[src/rtl/mux4x1_rr_arbiter.sv]
// Round-robin arbiter sharing one 4:1 WIDTH-bit mux between four requesters,
// feeding a one-entry valid/ready output register (1 word/cycle when drained).
module mux4x1_rr_arbiter #(
    parameter int WIDTH = 4
) (
    input  logic             clk_i,
    input  logic             rst_i,
    input  logic [3:0]       req_i,
    input  logic [WIDTH-1:0] A0_i,
    input  logic [WIDTH-1:0] A1_i,
    input  logic [WIDTH-1:0] A2_i,
    input  logic [WIDTH-1:0] A3_i,
    output logic [3:0]       ack_o,
    output logic             S0_o,
    output logic             S1_o,
    output logic [WIDTH-1:0] Y_o,
    output logic             valid_o,
    input  logic             ready_i
);
    typedef enum logic {EMPTY, FULL} out_state_e;

    out_state_e              state;
    logic [1:0]              ptr;
    logic [1:0]              win;
    logic [3:0][WIDTH-1:0]   din;
    logic                    can_load;
    logic                    load;

    assign din = {A3_i, A2_i, A1_i, A0_i};

    // Scan from the farthest offset down so the nearest requester after ptr wins;
    // offset 4 wraps to ptr itself, which is also the idle select value.
    always_comb begin
        win = ptr;
        for (int off = 4; off >= 1; off--) begin
            if (req_i[ptr + 2'(off)]) win = ptr + 2'(off);
        end
    end

    assign {S1_o, S0_o} = win;
    assign valid_o      = (state == FULL);
    assign can_load     = ~valid_o | ready_i;
    assign load         = can_load & (|req_i) & ~rst_i;

    for (genvar k = 0; k < 4; k++) begin : g_ack
        assign ack_o[k] = load & (win == 2'(k));
    end

    always_ff @(posedge clk_i) begin
        if (rst_i) begin
            state <= EMPTY;
            Y_o   <= '0;
            ptr   <= 2'd3;
        end else if (load) begin
            state <= FULL;
            Y_o   <= din[win];
            ptr   <= win;
        end else if (ready_i && state == FULL) begin
            state <= EMPTY;
        end
    end
endmodule

[config.mk]
export PLATFORM = sky130hd
export DESIGN_NAME = mux4x1_rr_arbiter
export DESIGN_NICKNAME = d
export VERILOG_FILES = /design/src/rtl/mux4x1_rr_arbiter.sv
export SDC_FILE = /design/constraint.sdc
export NUM_CORES = 1
export LEC_CHECK = 0
export CORE_ASPECT_RATIO = 1.1
export CORE_UTILIZATION = 32
export DETAILED_ROUTE_END_ITERATION = 7
export PLACE_DENSITY = 0.82
export SYNTH_ARGS = -nofsm -noshare
export SYNTH_HDL_FRONTEND = slang
export SYNTH_SLANG_ARGS = --single-unit
export TNS_END_PERCENT = 20
[constraint.sdc]
create_clock -name clk_i -period 2 [get_ports clk_i]
set_input_delay 0.6 -clock clk_i [delete_from_list [all_inputs] [get_ports clk_i]]
set_output_delay 0.6 -clock clk_i [all_outputs]
set_load 0.05 [all_outputs]
==> results.json <==
{
  "critPathKind": "in2out",
  "ant_nets": 0,
  "power.density_nw_per_um2": 709,
  "finalCriticalPeriod_ps": 2300,
  "rsz0062_at_grt": "true",
  "drt_wl_total_um": 2800,
  "wl_per_cell_um": 19.1,
  "tightest_slew_ps": 375,
  "maxSlewViolCount": 0,
  "outcome": "finished, violations left",
  "ioPinCount": 34,
  "max_freq_ghz": 0.435,
  "synth_cells": 66,
  "numPortBuffers": 33,
  "nNetsFinal": 154,
  "clock-sinks": 7,
  "cts_buffer_depth": 2,
  "synth_fp_nets": 89,
  "drive_above_1_share_pct": 56.9,
  "grt_antenna_before_repair": 0,
  "p_leak_uw": 0.000629,
  "pre_cts_ws_ps": -947,
  "antenna_cells": 0,
  "clkPwrFrac_pct": 14.4,
  "switching_share_pct": 42.4,
  "synthDistinctLibCells": 30,
  "ir_drop_uv": 391,
  "avgSynthCellArea_um2": 8.61,
  "drc": 0,
  "track_usage_pct": 31.4,
  "async_flop_share_pct": 0,
  "synth_ff_type": "dfxtp_1",
  "rrSetupSlack_ps": 100,
  "p_int_uw": 571,
  "yosys_register_bits": 7,
  "grt_pass1_wl_um": 4420,
  "power.switching_uw": 421,
  "dr_total_vias": 851,
  "yosysSeqAreaShare_pct": 24.7,
  "final_cell_area_um2": 1400,
  "setup_ws_ps": -301,
  "cts_buffers": 3,
  "maxCapViolCount": 0,
  "slew_headroom_pct": 75.0,
  "r2r_start": "ptr[1]",
  "p_comb_share_pct": 65.6,
  "cts.clk_slew.worst_paths_ps": 60,
  "final_util_pct": 86.7,
  "htree_levels": 1,
  "multi_input_area_um2": 559,
  "netlist_area_um2": 568,
  "rows": 15,
  "whs_path_depth": 2,
  "r2r-end": "Y_o[0]",
  "place_congestion": 0.802,
  "failed_checks": "negative setup slack",
  "clock-skew-final_ps": 4.05,
  "grt_overflow": 0,
  "period_share_pct": 115,
  "detail_route.vias_per_cell": 5.79,
  "synth_edf_count": 0,
  "finalHoldViolations": 0,
  "first_pass_iters": 4,
  "yosysTopAreaCell": "dfxtp_1",
  "die_height_um": 46.2,
  "die_area_um2": 1950,
  "min_path_type": "reg2reg",
  "drtIter0Drc": 14,
  "cp-start-kind": "primary input",
  "worstPathRequired_ps": 1400,
  "ys_top_cells_by_count": "dfxtp_1, nand2_1, nand2b_1, nor2_1",
  "synth_top_area_share_pct": 24.7,
  "die_w_um": 42.2,
  "holdBufCountCts": 0,
  "area_growth_pct": 146,
  "power.total_uw": 991,
  "grt_pass1_vias": 887,
  "worstHoldEndpoint": "valid_o",
  "pwr-share-seq_pct": 20.0,
  "cts_tree": "built",
  "worstHoldStart": "valid_o",
  "root_buffer": "clkbuf_4",
  "synth_warnings": 0,
  "grt_max_degree": 10,
  "core_um2": 1610,
  "synth_most_common_cell": "dfxtp_1",
  "rr_worst_depth": 9,
  "worst_ep_arrival_time_ps": 1700,
  "finalSetupTns_ps": -1570,
  "crit_fanout": 5,
  "setup_violations": 6,
  "num-fill-cells": 75,
  "seq_area_um2": 144,
  "synth_area_leaders": "dfxtp_1, mux2_4, nand2b_1",
  "critPathCaptureType": "output port",
  "start_util_pct": 35.2,
  "dpl.hpwl_um": 1590,
  "place_area_um2": 1110,
  "clock_latency_ps": 260
}
[per-layer routing]
| layer | track usage [%] | wire [um] | up-vias |
|---|---|---|---|
| met1 | 34.7 | 1060 | 396 |
| li1 | - | - | 380 |
| met2 | 56.9 | 1400 | 57 |
| met4 | 18.8 | 156 | 0 |
| met5 | 0 | 0 | - |
| met3 | 5.49 | 192 | 18 |
[cell type report]
cell class                      count  area share (%)
Timing Repair Buffer               62            46.1
Multi-Input combinational cell     56            40.0
Sequential cell                     7            10.3
Clock buffer                        4            1.88
Tap cell                           17            1.52
Inverter                            1           0.268
[power by group through the flow]
stage | Combinational [uW] | Clock [uW] | Sequential, uW
after floorplan | 238 | 0 | 243
after global placement | 507 | 0 | 188
after detailed placement | 520 | 0 | 189
after CTS | 597 | 139 | 193
after global routing | 676 | 152 | 201
final | 650 | 143 | 198
[logic make-up (layout without fill, tap and decap cells)]
logic type	count (synthesis)	count (layout)	share of synthesized area, %
DFF	7	7	24.7
muxes	4	4	9.25
buffers and inverters	3	67	3.30
and+or+nand+nor	32	32	36.8
AOI/OAI and AO/OA	20	20	26.0
[metrics by stage]
stage | std cells | hold slack (ps)
6_report | 147 | 525
5_1_grt | 147 | 544
4_1_cts | 144 | 514
3_5_place_dp | 131 | 497
3_3_place_gp | 131 | 478
2_1_floorplan | 66 | 552
[registers in the layout (all words and copies together) (netlist names)]
| name | count |
|---|---|
| Y_o | 4 |
| valid_o | 1 |
| ptr | 2 |
[cell usage in the layout, fill, tap and decap left out, drive strengths merged, types with 3 or more instances in the layout]
master,count
a21o,3
a21oi,5
a31oi,3
buf,43
clkbuf,5
clkdlybuf4s50,16
dfxtp,7
mux2,4
nand2,4
nand2b,5
nor2,4
nor2b,3
nor3,3
nor3b,4
nor4,3
[repair_timing]
item / 4_1_cts / 5_1_grt
gates cloned: 0 / 0
gates resized for setup: 53 / 8
setup buffers: 9 / 3
pin swaps: 11 / 7
setup endpoints to repair: 11 / 10
[how the worst max path moves through the flow]
stage                     startpoint       end  slack (ps)  depth (start not counted)
after floorplan             req_i[1]  ack_o[3]        -290                          4
after global placement       ready_i  ack_o[1]        -830                          6
after detailed placement     ready_i  ack_o[1]        -950                          6
after CTS                   req_i[2]  ack_o[3]        -280                          8
after global routing        req_i[1]  ack_o[1]        -330                          7
final                       req_i[1]  ack_o[1]        -300                          7
[worst max-delay path, stage by stage]
cell and delay [ps]:
buf_8 100, buf_6 120, a21o_1 180, a31oi_4 290, nand2b_4 210, nor2_4 50
buf_12 140
Power figures use the tool's default switching activity.
